$ cat src/rtl/rf_write_arbiter.sv
// rf_write_arbiter: shares the register-file write port between the pipeline writeback (port 0)
// and a long-latency unit (port 1), with a starvation guard for port 1 and a one-entry output stage.
module rf_write_arbiter #(
  parameter int MAX_WAIT = 4,
  parameter int DATA_WIDTH = 32
) (
  input  logic                  clock,
  input  logic                  reset,
  input  logic                  p0_valid,
  output logic                  p0_ready,
  input  logic                  p0_write_enabled,
  input  logic [4:0]            p0_address,
  input  logic [DATA_WIDTH-1:0] p0_data,
  input  logic [31:0]           p0_program_count,
  input  logic                  p1_valid,
  output logic                  p1_ready,
  input  logic                  p1_write_enabled,
  input  logic [4:0]            p1_address,
  input  logic [DATA_WIDTH-1:0] p1_data,
  input  logic [31:0]           p1_program_count,
  output logic                  register_file_write_enabled,
  output logic [4:0]            register_file_write_address,
  output logic [DATA_WIDTH-1:0] register_file_write_data,
  output logic [31:0]           debug_program_count,
  output logic [3:0]            debug_register_file_write_enabled,
  output logic [4:0]            debug_register_file_write_address,
  output logic [DATA_WIDTH-1:0] debug_register_file_write_data,
  output logic                  p1_priority
);
  localparam logic [3:0] MAX = 4'(MAX_WAIT);
  typedef enum logic {P0_FIRST, P1_FIRST} state_t;
  state_t                state;
  logic [3:0]            wait_count;
  logic [3:0]            wait_next;
  logic                  p0_fire;
  logic                  p1_fire;
  logic                  p1_denied;
  logic                  out_valid;
  logic                  out_write_enabled;
  logic [4:0]            out_address;
  logic [DATA_WIDTH-1:0] out_data;
  logic [31:0]           out_program_count;
  always_comb begin
    p0_ready = state == P0_FIRST ? 1'b1 : !p1_valid;
    p1_ready = state == P1_FIRST ? 1'b1 : !p0_valid;
    p0_fire = p0_valid && p0_ready;
    p1_fire = p1_valid && p1_ready;
    p1_denied = p1_valid && !p1_ready;
    wait_next = (!p1_valid || p1_fire) ? 4'd0 :
                (p1_denied && wait_count != MAX) ? wait_count + 4'd1 : wait_count;
  end
  // P1_FIRST lasts until port 1 either retires its request or withdraws it
  always_ff @(posedge clock or posedge reset) begin
    if (reset) begin
      state <= P0_FIRST;
      wait_count <= 4'd0;
      out_valid <= 1'b0;
      out_write_enabled <= 1'b0;
      out_address <= 5'd0;
      out_data <= '0;
      out_program_count <= 32'd0;
    end else begin
      state <= state == P0_FIRST ? ((p1_denied && wait_next == MAX) ? P1_FIRST : P0_FIRST) :
               ((p1_fire || !p1_valid) ? P0_FIRST : P1_FIRST);
      wait_count <= wait_next;
      out_valid <= p0_fire || p1_fire;
      if (p1_fire) begin
        out_write_enabled <= p1_write_enabled;
        out_address <= p1_address;
        out_data <= p1_data;
        out_program_count <= p1_program_count;
      end else if (p0_fire) begin
        out_write_enabled <= p0_write_enabled;
        out_address <= p0_address;
        out_data <= p0_data;
        out_program_count <= p0_program_count;
      end
    end
  end
  assign register_file_write_enabled = out_valid && out_write_enabled && out_address != 5'd0;
  assign register_file_write_address = out_address;
  assign register_file_write_data = out_data;
  assign debug_program_count = out_program_count;
  assign debug_register_file_write_enabled = {4{register_file_write_enabled}};
  assign debug_register_file_write_address = out_address;
  assign debug_register_file_write_data = out_data;
  assign p1_priority = state == P1_FIRST;
endmodule

$ cat config.mk
export PLATFORM = sky130hd
export DESIGN_NAME = rf_write_arbiter
export DESIGN_NICKNAME = d
export VERILOG_FILES = /design/src/rtl/rf_write_arbiter.sv
export SDC_FILE = /design/constraint.sdc
export NUM_CORES = 1
export LEC_CHECK = 0
export CORE_MARGIN = 5
export CORE_UTILIZATION = 39
export DETAILED_ROUTE_END_ITERATION = 8
export PLACE_DENSITY = 0.86
export SKIP_CTS_REPAIR_TIMING = 1
export SYNTH_ARGS = -nofsm -noshare
export SYNTH_HDL_FRONTEND = slang
export SYNTH_SLANG_ARGS = --single-unit
export TNS_END_PERCENT = 1
$ cat constraint.sdc
create_clock -name clock -period 4.2 [get_ports clock]
set_input_delay 0.42 -clock clock [delete_from_list [all_inputs] [get_ports clock]]
set_output_delay 0.42 -clock clock [all_outputs]
set_load 0.02 [all_outputs]
# Word level (Yosys, flattened, before mapping)
# Index checks and enable logic that the tools add are counted.
word_totals:
  ff_bits: 76
op_classes:
  n_mux: 15
  n_addsub: 1
  reduce_logical: 14
  eq_ne: 2
ops:
  columns: ["operator", "n"]
  rows:
  - ["$mux W32", 4]
  - ["$mux W5", 2]
  - ["$mux W4", 2]
  - ["$logic_and A1 B1 Y1", 7]
  - ["$mux W1", 7]
  - ["$reduce_bool A5 Y1", 1]
  - ["$add A4 B1 Y4 const B", 1]
  - ["$eq A4 B3 Y1 const B", 1]
  - ["$ne A4 B3 Y1 const B", 1]
  - ["$logic_not A1 Y1", 3]
  - ["$logic_or A1 B1 Y1", 2]
  - ["$reduce_bool A2 Y1", 1]

# Longest topological paths before layout
depth:
  depth_word: 11
  depth_mapped: 6
  mapped_depth_nobuf: 6

# Worst setup path after synthesis
# OpenSTA, ideal clock, no wires.
synth_path:
  kind: "flip-flop to output port"
  from: "register out_address[1], in the netlist debug_register_file_write_address[1]"
  to: "output port debug_register_file_write_enabled[0]"
  stages_incl_launch_ff: 4
  required_ns: 3.780
  t_arrival_ns: 1.443
  path_slack_ns: 2.337
  path_cell_list: "dfrtp_1 -> or3_1 -> o311a_1 -> buf_4"
synth_via:
  elab_chain_cells: 2
synth_lines:
  columns: ["element", "line_no", "text"]
  rows:
  - ["from (decl)", "40", "logic [4:0] out_address;"]
  - ["from (signal assigned)", "69", "out_address <= p1_address;"]
  - ["from (signal assigned)", "74", "out_address <= p0_address;"]
  - ["$reduce_bool A5 Y1", "80", "assign register_file_write_enabled = out_valid && out_write_enabled && out_address != 5'd0;"]
  - ["$logic_and A1 B1 Y1", "80", null]
  - ["to (decl)", "25", "output logic [3:0] debug_register_file_write_enabled,"]
# Every way passes these cells.

# Worst setup path in the final report
# Ends and elaborated chain as after synthesis.

==> run_summary.xml <==
<?xml version="1.0" encoding="UTF-8"?>
<metrics>
  <group name="power_and_ir_drop">
    <metric name="cellPowerDensity" unit="nW/um^2">319</metric>
    <metric name="power_leakage" unit="nW">2.86</metric>
    <metric name="ir_worst_vdd" unit="mV">0.145</metric>
    <metric name="total_power" unit="mW">2.03</metric>
  </group>
  <group name="floorplanning">
    <metric name="die_area" unit="sq um">12200</metric>
    <metric name="starting_density_of_the_core" unit="%">40.2</metric>
    <metric name="ios" unit="">258</metric>
    <metric name="floorplan.rows" unit="">36</metric>
    <metric name="core_area" unit="sq um">9820</metric>
    <metric name="dieHeight" unit="microns">111</metric>
    <metric name="fp.dieW" unit="microns">111</metric>
  </group>
  <group name="placed_design">
    <metric name="place_area" unit="sq um">6200</metric>
    <metric name="place_congestion" unit="">0.823</metric>
    <metric name="placed_cells_incl_taps" unit="">712</metric>
    <metric name="numPortBuffers" unit="">257</metric>
    <metric name="post-dp-hpwl" unit="microns">9540</metric>
  </group>
  <group name="route">
    <metric name="detail_route.first_pass.iterations" unit="">4</metric>
    <metric name="detailedRoute.firstIterationViolations" unit="">124</metric>
    <metric name="vias_per_cell" unit="">4.79</metric>
    <metric name="drc" unit="">0</metric>
    <metric name="route.detailed.wl_per_inst" unit="microns">16.6</metric>
    <metric name="antenna_left" unit="">0</metric>
    <metric name="route.vias.total" unit="">3486</metric>
    <metric name="totalWireLength" unit="microns">12100</metric>
  </group>
  <group name="yosys">
    <metric name="synth_area_leader_cell" unit="">sky130_fd_sc_hd__dfrtp_1</metric>
    <metric name="synth_cell_types" unit="">27</metric>
    <metric name="ys_seq_elements" unit="">76</metric>
    <metric name="post_synthesis_compound_gate_area_fraction" unit="%">10.2</metric>
    <metric name="synth_area" unit="sq um">3950</metric>
    <metric name="synth_top_family_by_area" unit="">multiplexers</metric>
    <metric name="yosys-top-cells-area" unit="">sky130_fd_sc_hd__dfrtp_1 48%, sky130_fd_sc_hd__mux2i_1 17%, sky130_fd_sc_hd__a21oi_1 8.6%</metric>
    <metric name="synth-seq-area-share" unit="%">48.2</metric>
    <metric name="syn-num-nets" unit="">530</metric>
    <metric name="synthCells" unit="">384</metric>
    <metric name="yosys.area_share.adder" unit="%">0.634</metric>
    <metric name="synthesis.yosys.warnings" unit="">0</metric>
    <metric name="yosys.area_share.xor_xnor" unit="%">0.222</metric>
    <metric name="mean_post_synth_cell_area" unit="sq um">10.3</metric>
    <metric name="synth_mux_area_share" unit="%">18.1</metric>
    <metric name="synth.top_cell.area_share" unit="%">48.2</metric>
    <metric name="synth_simple_gate_area_share" unit="%">9.38</metric>
  </group>
  <group name="layout">
    <metric name="final-instance-count-excl-fill" unit="">728</metric>
    <metric name="post_route_cell_area" unit="sq um">6370</metric>
    <metric name="layout-area-overhead-vs-synth" unit="%">61.2</metric>
    <metric name="fillerInstances" unit="">799</metric>
    <metric name="drive_gt1_share" unit="%">3.53</metric>
    <metric name="area.sequential" unit="sq um">1900</metric>
    <metric name="layout.cells.most_common" unit="">sky130_fd_sc_hd__clkdlybuf4s50_1</metric>
    <metric name="multiInputGateArea" unit="sq um">1520</metric>
    <metric name="antenna-diode-count" unit="">0</metric>
    <metric name="layout_common_cells" unit="">257 x sky130_fd_sc_hd__clkdlybuf4s50_1, 76 x sky130_fd_sc_hd__dfrtp_1, 73 x sky130_fd_sc_hd__nor2_1, 68 x sky130_fd_sc_hd__mux2i_1, 68 x sky130_fd_sc_hd__a21oi_1</metric>
    <metric name="nNetsFinal" unit="">736</metric>
  </group>
  <group name="sta">
    <metric name="report.final.setup_viol" unit="">0</metric>
    <metric name="report.final.slew_viol_count" unit="">0</metric>
    <metric name="grt_setup_unrepaired" unit="">false</metric>
    <metric name="fin_skew" unit="ps">6.03</metric>
    <metric name="timing.final.hold_violations" unit="">0</metric>
    <metric name="fmax" unit="MHz">393</metric>
    <metric name="min_period" unit="ps">2540</metric>
    <metric name="post-route-period-util" unit="%">60.6</metric>
    <metric name="max_slew.worst_pin.slew" unit="ps">1200</metric>
    <metric name="slew-limit-headroom" unit="%">20.1</metric>
    <metric name="hold_slack" unit="ps">518</metric>
    <metric name="setup-tns-final" unit="ps">0</metric>
  </group>
  <group name="global_route">
    <metric name="grt_util_met1" unit="%">20.9</metric>
    <metric name="pin_count_of_the_biggest_net_entering_global_routing" unit="">91</metric>
    <metric name="grt_antenna_before_repair" unit="">0</metric>
    <metric name="grtUsageTotal" unit="%">19.2</metric>
    <metric name="grt_pass1_wl" unit="microns">19300</metric>
    <metric name="grt.met3_usage" unit="%">6.02</metric>
    <metric name="met2_usage" unit="%">35.5</metric>
    <metric name="grt_most_used_layer" unit="">met2</metric>
    <metric name="gr-total-overflow" unit="">0</metric>
    <metric name="number_of_global_route_vias_before_repair" unit="">3656</metric>
  </group>
  <group name="worst_setup_path">
    <metric name="critPathMaxFanout" unit="">5</metric>
    <metric name="worst_setup_path_start_kind" unit="">flip-flop</metric>
    <metric name="cp.arrival" unit="ps">2120</metric>
    <metric name="path_class" unit="">reg -&gt; out</metric>
    <metric name="worst_path_max_delay_cell" unit="">sky130_fd_sc_hd__clkdlybuf4s50_1</metric>
    <metric name="max_stage_delay" unit="ps">580</metric>
    <metric name="crit_path_cell_trace" unit="">or3_1 &gt; o311a_1 &gt; clkdlybuf4s50_1</metric>
    <metric name="critical_path.endpoint_type" unit="">output port</metric>
    <metric name="worstPathRequired" unit="ps">3780</metric>
  </group>
  <group name="clock_tree">
    <metric name="worstSkewPairLatency" unit="ps">330</metric>
    <metric name="clock-sinks" unit="">76</metric>
    <metric name="cts-root-buf" unit="">sky130_fd_sc_hd__clkbuf_8</metric>
    <metric name="cts_made_buffers" unit="">9</metric>
    <metric name="cts_tree" unit="">built</metric>
    <metric name="post_cts_clock_slew_at_the_launch_and_capture_registers_of_the_worst_setup_and_hold_paths" unit="ps">80</metric>
    <metric name="htreeDepth" unit="">3</metric>
    <metric name="ctsLongestPathBuffers" unit="">2</metric>
  </group>
  <group name="outcome">
    <metric name="status" unit="">completed</metric>
  </group>
  <group name="flow_run">
    <metric name="timing.max_cap.violations" unit="">0</metric>
  </group>
  <group name="worst_hold_path">
    <metric name="min_path_type" unit="">in -&gt; async</metric>
  </group>
</metrics>
## cell usage after synthesis (all sizes together)
library cell / instances
nor2: 73
nand2: 2
a21oi: 68
o21ai: 2
a31oi: 1
a32o: 1
ha: 2
o22ai: 3
nand2b: 2
o311a: 1
nor3b: 3
or2: 1
and3: 1
mux2i: 68
nor3: 1
xnor2: 1
inv: 4
buf: 57
or3: 1
dfrtp: 76
nand3: 3
mux2: 3
o21a: 1
clkbuf: 8
nand3b: 1
## worst paths after layout
check / slack (ps) / to / cells after the start / from
max in group asynchronous: 2760 / debug_program_count[20] / 3 / reset
min reg2reg: 530 / debug_program_count[19] / 2 / debug_program_count[19]
max: 1660 / debug_register_file_write_enabled[0] / 3 / debug_register_file_write_address[1]
min: 520 / debug_program_count[24] / 2 / reset
min in group clock: 530 / debug_program_count[19] / 2 / debug_program_count[19]
max reg2reg: 2030 / debug_register_file_write_data[5] / 4 / p1_priority
## state kept, by name, indices dropped and copies added (netlist names)
register,flops
debug_program_count,32
debug_register_file_write_address,5
debug_register_file_write_data,32
out_valid,1
out_write_enabled,1
p1_priority,1
wait_count,4
## area by class of cell
| cell class | count | area share (%) |
|---|---|---|
| repair buffers | 260 | 40.8 |
| flip-flops and latches | 76 | 29.9 |
| clock buffers | 14 | 2.40 |
| inverters | 4 | 0.256 |
| multi-input cells | 239 | 23.9 |
| clock inverters | 2 | 0.157 |
| well taps | 133 | 2.61 |
## critical path, delay by kind of cell (launching register included)
kind                   cells  cell delay, ps
AO/OA/AOI/OAI              1             390
AND/OR/NAND/NOR            1             410
flip-flops                 1             410
buffers and inverters      1             580
## kinds of logic (layout without fill, tap and decap cells)
kind of cell	Yosys count	in the layout
mux	71	71
flops	76	76
simple gates	88	88
buf+inv	69	280
fa+ha+maj	2	2
xor+xnor	1	1
compound gates	77	77
## layer usage
layer  routed length (microns)  share of wire (%)
met5                         0                  0
met4                       173                1.4
met3                       894                7.4
met2                      6450                 53
met1                      4550                 38
## power breakdown
group | switching, mW | leakage, nW | internal, mW
logic | 0.314 | 1.90 | 0.373
registers | 0.0555 | 0.876 | 0.803
clock network | 0.252 | 0.0844 | 0.230
total | 0.622 | 2.86 | 1.41
## metrics by stage
| step | util, % | setup WS [ps] |
|---|---|---|
| 3_3_place_gp | 63.2 | 1580 |
| 4_1_cts | 64.8 | 1600 |
| 3_5_place_dp | 63.2 | 1450 |
| 5_1_grt | 64.8 | 1550 |
| 6_report | 64.8 | 1660 |
| 2_1_floorplan | - | 1840 |
Note: power is estimated with default switching activity, not from simulation.
